`src/rtl/montgomery_mult_param.sv`:
```
// Parametrised radix-2 Montgomery multiplier: result = x*y*2^-WORD_WIDTH mod m.
// BITS_PER_CYCLE Montgomery iterations are chained combinationally per clock.
// Operands are latched at the accept edge. Input and output use valid/ready handshakes.
// Optional input checking is compiled in with the macro MONT_INPUT_CHECK_EN.
// That check covers an even modulus and operands that are not below m.
// Without the macro, err is constant 0.
module montgomery_mult_param #(
  parameter int WORD_WIDTH     = 32,
  parameter int BITS_PER_CYCLE = 1
) (
  input  logic                  clk,
  input  logic                  reset,
  input  logic                  in_valid,
  output logic                  in_ready,
  input  logic [WORD_WIDTH-1:0] m,
  input  logic [WORD_WIDTH-1:0] x,
  input  logic [WORD_WIDTH-1:0] y,
  output logic                  out_valid,
  input  logic                  out_ready,
  output logic [WORD_WIDTH-1:0] result,
  output logic                  err
);

  localparam int N  = WORD_WIDTH / BITS_PER_CYCLE;
  localparam int CW = $clog2(N + 1);
  localparam int AW = WORD_WIDTH + 2;

  typedef enum logic [1:0] {IDLE, LOOP, FINAL, HOLD} state_t;

  state_t                state_q;
  logic                  inReady_q;
  logic                  outValid_q;
  logic [WORD_WIDTH-1:0] result_q;
  logic                  err_q;
  logic                  bad_q;
  logic [AW-1:0]         acc_q;
  logic [CW-1:0]         cnt_q;
  logic [WORD_WIDTH-1:0] mReg_q;
  logic [WORD_WIDTH-1:0] xShift_q;
  logic [WORD_WIDTH-1:0] yReg_q;

  logic [AW-1:0]         acc_d;
  logic [WORD_WIDTH-1:0] result_d;
  logic [AW-1:0]         accWork;
  logic [AW-1:0]         sumWork;
  logic                  ui;
  logic [AW-1:0]         mExt;
  logic [AW-1:0]         yExt;
  logic                  inputBad;

  assign mExt = {2'b00, mReg_q};
  assign yExt = {2'b00, yReg_q};

`ifdef MONT_INPUT_CHECK_EN
  assign inputBad = ~m[0] | (x >= m) | (y >= m);
`else
  assign inputBad = 1'b0;
`endif

  assign in_ready  = inReady_q;
  assign out_valid = outValid_q;
  assign result    = result_q;
  assign err       = err_q;

  // Chain BITS_PER_CYCLE Montgomery steps on the accumulator; x is pre-shifted so bit j is the current bit
  always_comb begin
    accWork = acc_q;
    sumWork = '0;
    ui      = 1'b0;
    for (int j = 0; j < BITS_PER_CYCLE; j++) begin
      ui      = accWork[0] ^ (xShift_q[j] & yReg_q[0]);
      sumWork = accWork + (xShift_q[j] ? yExt : '0) + (ui ? mExt : '0);
      accWork = sumWork >> 1;
    end
    acc_d = accWork;
  end

  // Final conditional subtraction; the accumulator stays below 2m, so one subtraction is enough
  always_comb begin
    if (acc_q >= mExt) begin
      result_d = WORD_WIDTH'(acc_q - mExt);
    end else begin
      result_d = acc_q[WORD_WIDTH-1:0];
    end
  end

  // Control FSM with registered handshake outputs and operand latching
  always_ff @(posedge clk or posedge reset) begin
    if (reset) begin
      state_q    <= IDLE;
      inReady_q  <= 1'b1;
      outValid_q <= 1'b0;
      result_q   <= '0;
      err_q      <= 1'b0;
      bad_q      <= 1'b0;
      acc_q      <= '0;
      cnt_q      <= '0;
      mReg_q     <= '0;
      xShift_q   <= '0;
      yReg_q     <= '0;
    end else begin
      case (state_q)
        IDLE: begin
          if (in_valid && inReady_q) begin
            mReg_q    <= m;
            xShift_q  <= x;
            yReg_q    <= y;
            acc_q     <= '0;
            cnt_q     <= '0;
            bad_q     <= inputBad;
            inReady_q <= 1'b0;
            state_q   <= inputBad ? FINAL : LOOP;
          end
        end
        LOOP: begin
          acc_q    <= acc_d;
          xShift_q <= xShift_q >> BITS_PER_CYCLE;
          cnt_q    <= cnt_q + CW'(1);
          if (cnt_q == CW'(N - 1)) begin
            state_q <= FINAL;
          end
        end
        FINAL: begin
          outValid_q <= 1'b1;
          if (bad_q) begin
            result_q <= '0;
            err_q    <= 1'b1;
          end else begin
            result_q <= result_d;
            err_q    <= 1'b0;
          end
          state_q <= HOLD;
        end
        HOLD: begin
          if (out_ready) begin
            outValid_q <= 1'b0;
            err_q      <= 1'b0;
            inReady_q  <= 1'b1;
            state_q    <= IDLE;
          end
        end
        default: begin
          state_q <= IDLE;
        end
      endcase
    end
  end

endmodule

```
`config.mk`:
```
export PLATFORM = sky130hd
export DESIGN_NAME = montgomery_mult_param
export DESIGN_NICKNAME = d
export VERILOG_FILES = /design/src/rtl/montgomery_mult_param.sv
export SDC_FILE = /design/constraint.sdc
export NUM_CORES = 1
export LEC_CHECK = 0
export BUFFER_PORTS_ARGS = -buffer_cell sky130_fd_sc_hd__buf_2
export CAP_MARGIN = 40
export CORE_MARGIN = 2
export CORE_UTILIZATION = 60
export CTS_CLUSTER_DIAMETER = 200
export DETAILED_ROUTE_END_ITERATION = 10
export GPL_TIMING_DRIVEN = 1
export PLACE_DENSITY = 0.82
export SLEW_MARGIN = 20
export SYNTH_ARGS = -nofsm -noshare
export SYNTH_HDL_FRONTEND = slang
export SYNTH_SLANG_ARGS = --single-unit
export TNS_END_PERCENT = 1
```
`constraint.sdc`:
```
create_clock -name clk -period 7.8 [get_ports clk]
set_input_delay 1.56 -clock clk [delete_from_list [all_inputs] [get_ports clk]]
set_output_delay 1.56 -clock clk [all_outputs]
set_load 0.02 [all_outputs]
```
==> results.tsv <==
stage	metric	value	unit
run_status	status	finished, final reports clean	
logic_synthesis	netlist_area	11320	um2
cells_and_area	area_growth_syn_to_layout	13.30	%
worst_setup_path	path_class	reg -> reg	
worst_setup_path	required	8.13	ns
clock_tree	clk_path_buf_depth	2	
power_and_ir_drop	combPwrFrac	59.1	%
global_routing	overflow	0	
flow_run	maxCapViolations	0	
clock_tree	post_cts_resized	0	
route	vias	9097	
power_and_ir_drop	p_int	3.092	mW
cells_and_area	final_cells	1523	
die	io_pins	135	
sta	period_needed	5.060	ns
cells_and_area	final_cell_area	12830	um2
logic_synthesis	synth-seq-area-share	37.80	%
placement	port-buffer-count	133	
sta	finClkSkew	0.01125	ns
logic_synthesis	synth_nets	1366	
global_routing	grt_pass1_vias	9216	
clock_tree	h-tree-depth	4	
sta	slew_violations	0	
route	finalWirelength	27360	um
route	route.met3.wl	1557	um
clock_tree	clock-root-buffer	clkbuf_16	
clock_tree	tritoncts	done	
sta	fmaxAchievable	197.6	MHz
clock_tree	postCtsSetupRepairBufs	0	
clock_tree	clkLatencyLatePin	0.44	ns
logic_synthesis	synthArstFlopShare	100.0	%
clock_tree	cts_buffers	17	
worst_setup_path	critPathMaxStageDelay	0.59	ns
worst_setup_path	critical-path-slowest-cell	ha_1	
cells_and_area	drive_gt1_share	20.25	%
sta	slew_headroom	47.98	%
power_and_ir_drop	p_leak	6.344	nW
sta	rsz0062_at_grt	false	
hold_path	hold_class	reg -> reg	
sta	finalCritPeriodShare	64.87	%
die	fp.dieH	141.4	um
logic_synthesis	ys_seq_elements	171	
clock_tree	clk_pin_slew	0.08	ns
cells_and_area	n_antenna_cell	0	
power_and_ir_drop	p_sw	2.745	mW
die	start_util	60.74	%
logic_synthesis	yosysWarningCount	0	
global_routing	antenna_found_initial	0	
clock_tree	cts_hold_buf	0	
placement	dp_hpwl	19960	um
global_routing	grt_max_degree	77	
die	fp.dieW	141.4	um
die	rows	50	
route	drt-pass1-iter-count	5	
power_and_ir_drop	p_per_area	454.9	nW/um2
global_routing	grt_pass1_wl	45330	um
placement	gp_congestion	0.9049	
placement	place_inst	1488	
global_routing	grt_usage	28.35	%
power_and_ir_drop	vdd_drop_max	0.3453	mV
route	drc	0	
worst_setup_path	path_delay_family	compound AO/OA/AOI/OAI gates	
logic_synthesis	synth_edf_count	0	
worst_setup_path	critical_path_arrival	5.39	ns
logic_synthesis	ys_types	67	
sta	worst_pin_slew	0.7803	ns
logic_synthesis	synth.avg_cell_area	9.737	um2
worst_setup_path	cp_num_buf_inv	3	
placement	placed_cell_area	12220	um2
clock_tree	clock_sinks	171	
logic_synthesis	syn_inst	1163	
route	ant_nets	0	
power_and_ir_drop	swShare	47.03	%
route	detail_route.wl_per_cell	17.96	um
route	via_per_inst	5.973	
worst_setup_path	worst_setup_path_start_kind	flop	
cells_and_area	nNetsFinal	1479	
power_and_ir_drop	p_seq_share	26.6	%
power_and_ir_drop	totalPowerFinal	5.837	mW
die	core_area	18640	um2
die	dieArea	19990	um2
sta	fin_hold_ws	0.4825	ns
worst_setup_path	cp_cell_sequence	and2_1 -> ha_1 -> buf_6 -> nand2_1 -> fa_1 -> inv_1 -> ha_1 -> inv_1 -> fa_1 -> nor2b_1 -> o31a_1 -> o31ai_2 -> a21oi_1 -> o41ai_2 -> o31a_1 -> o31ai_1 -> or2_0 -> a32o_1	
sta	finalSetupTns	0	ns
worst_setup_path	critPathMaxFanout	18	
worst_setup_path	end_kind	flop	
route	drt-initial-drc-count	770	
power_and_ir_drop	clockPowerShare	14.3	%
sta	finalHoldViolCount	0	
logic_synthesis	synthFlopType	dfrtp_1	
sta	setup_viol	0	
route	drt-met1-wl	11640	um
route	routed.top_layer	met4	
route	route.met2.wl	13340	um
-- per-layer routing --
| metal | GRT usage [%] | vias up |
|---|---|---|
| met5 | 0 | - |
| met4 | 11.84 | 0 |
| met3 | 5.400 | 72 |
| met2 | 47.65 | 316 |
| met1 | 36.16 | 4397 |
| li1 | - | 4312 |
-- final timing paths --
path / start / slack (ns) / endpoint / cells after the start
max in group asynchronous: reset / 5.60 / mReg_q[17] / 4
hold reg to reg: xShift_q[30] / 0.48 / xShift_q[30] / 2
setup reg to reg: xShift_q[0] / 2.74 / acc_q[30] / 18
setup / recovery: xShift_q[0] / 2.74 / acc_q[30] / 18
min in group asynchronous: reset / 1.12 / xShift_q[16] / 2
hold / removal: xShift_q[30] / 0.48 / xShift_q[30] / 2
-- logic make-up (layout without fill, tap and decap cells) --
logic type	count (synthesis)	count (layout)	synth area share [%]
and+or+nand+nor	322	322	14.03
AOI/OAI and AO/OA	291	291	15.58
DFF	171	171	37.80
xor gates and xnor gates	53	53	4.099
buffers and inverters	108	234	4.055
muxes	114	114	10.84
other	1	1	0.03311
adders and majority gates	103	103	13.57
-- power by group through the flow --
stage               Sequential [mW]  Combinational [mW]  Clock (mW)
CTS                            1.55                3.39       0.853
finish                         1.55                3.45       0.837
detailed placement             1.56                3.35           0
global route                   1.59                3.80       0.887
floorplan                      1.54                2.55           0
global placement               1.55                3.20           0
-- cells in the mapped netlist, drive strengths merged, types with 6 or more instances --
library cell / count / area, um2
dfrtp: 170 / 4254
o21ai: 100 / 504.2
nand2: 97 / 364.1
a21oi: 89 / 445.4
ha: 70 / 875.8
mux2: 69 / 777.0
nor2: 68 / 255.2
and2: 65 / 406.6
inv: 56 / 210.2
mux2i: 45 / 450.4
clkbuf: 41 / 153.9
fa: 33 / 660.6
xor2: 28 / 245.2
xnor2: 25 / 219.0
a21o: 21 / 157.7
nand3: 18 / 90.09
nand2b: 14 / 87.58
nand4: 12 / 75.07
buf: 11 / 95.08
nor3: 11 / 55.05
a31oi: 10 / 62.56
nor2b: 10 / 62.56
o21bai: 10 / 75.07
a211oi: 7 / 52.55
a211o: 6 / 52.55
or3: 6 / 37.54
-- final cells by class --
class                      count  area, um2
clock buffer                  17      425.4
clock inverter                15      152.6
fill                        1434       5812
inverter                      56      215.2
multi-input combinational    884       6615
sequential                   171       4280
tap                          234      292.8
timing repair buffer         146      849.6
-- cell usage in the layout (no fill, tap or decap), types with 6 or more instances in the layout --
| cell | n |
|---|---|
| dfrtp_1 | 170 |
| buf_2 | 134 |
| nand2_1 | 97 |
| o21ai_0 | 93 |
| a21oi_1 | 89 |
| mux2_2 | 69 |
| nor2_1 | 68 |
| ha_1 | 68 |
| and2_1 | 64 |
| inv_1 | 55 |
| mux2i_1 | 45 |
| fa_1 | 33 |
| xor2_1 | 28 |
| xnor2_1 | 25 |
| a21o_1 | 21 |
| nand3_1 | 17 |
| clkbuf_16 | 17 |
| nand2b_1 | 14 |
| nand4_1 | 12 |
| nor3_1 | 11 |
| o21bai_1 | 10 |
| a31oi_1 | 10 |
| nor2b_1 | 10 |
| a211oi_1 | 7 |
| or3_1 | 6 |
| a211o_1 | 6 |
| o21ai_1 | 6 |
| inv_6 | 6 |
-- registers in the layout, summed over array words and instances (netlist names) --
| signal | flops |
|---|---|
| acc_q | 33 |
| cnt_q | 6 |
| in_ready | 1 |
| mReg_q | 32 |
| out_valid | 1 |
| result | 32 |
| state_q | 2 |
| xShift_q | 32 |
| yReg_q | 32 |
-- through the flow --
step	util, %	setup WS, ns
6_report	68.83	2.740
5_1_grt	68.83	2.493
4_1_cts	68.66	2.410
3_5_place_dp	65.56	2.452
3_3_place_gp	64.90	2.575
2_1_floorplan	-	1.610
-- worst register-to-register path, cell delays in order (launching register included) --
cell and delay [ns]:
dfrtp_1 0.57, and2_1 0.27, ha_1 0.59, buf_6 0.24, nand2_1 0.09, fa_1 0.49
inv_1 0.04, ha_1 0.22, inv_1 0.08, fa_1 0.19, nor2b_1 0.07, o31a_1 0.28
o31ai_2 0.23, a21oi_1 0.17, o41ai_2 0.51, o31a_1 0.33, o31ai_1 0.12, or2_0 0.21
a32o_1 0.25
Power figures use the tool's default switching activity.
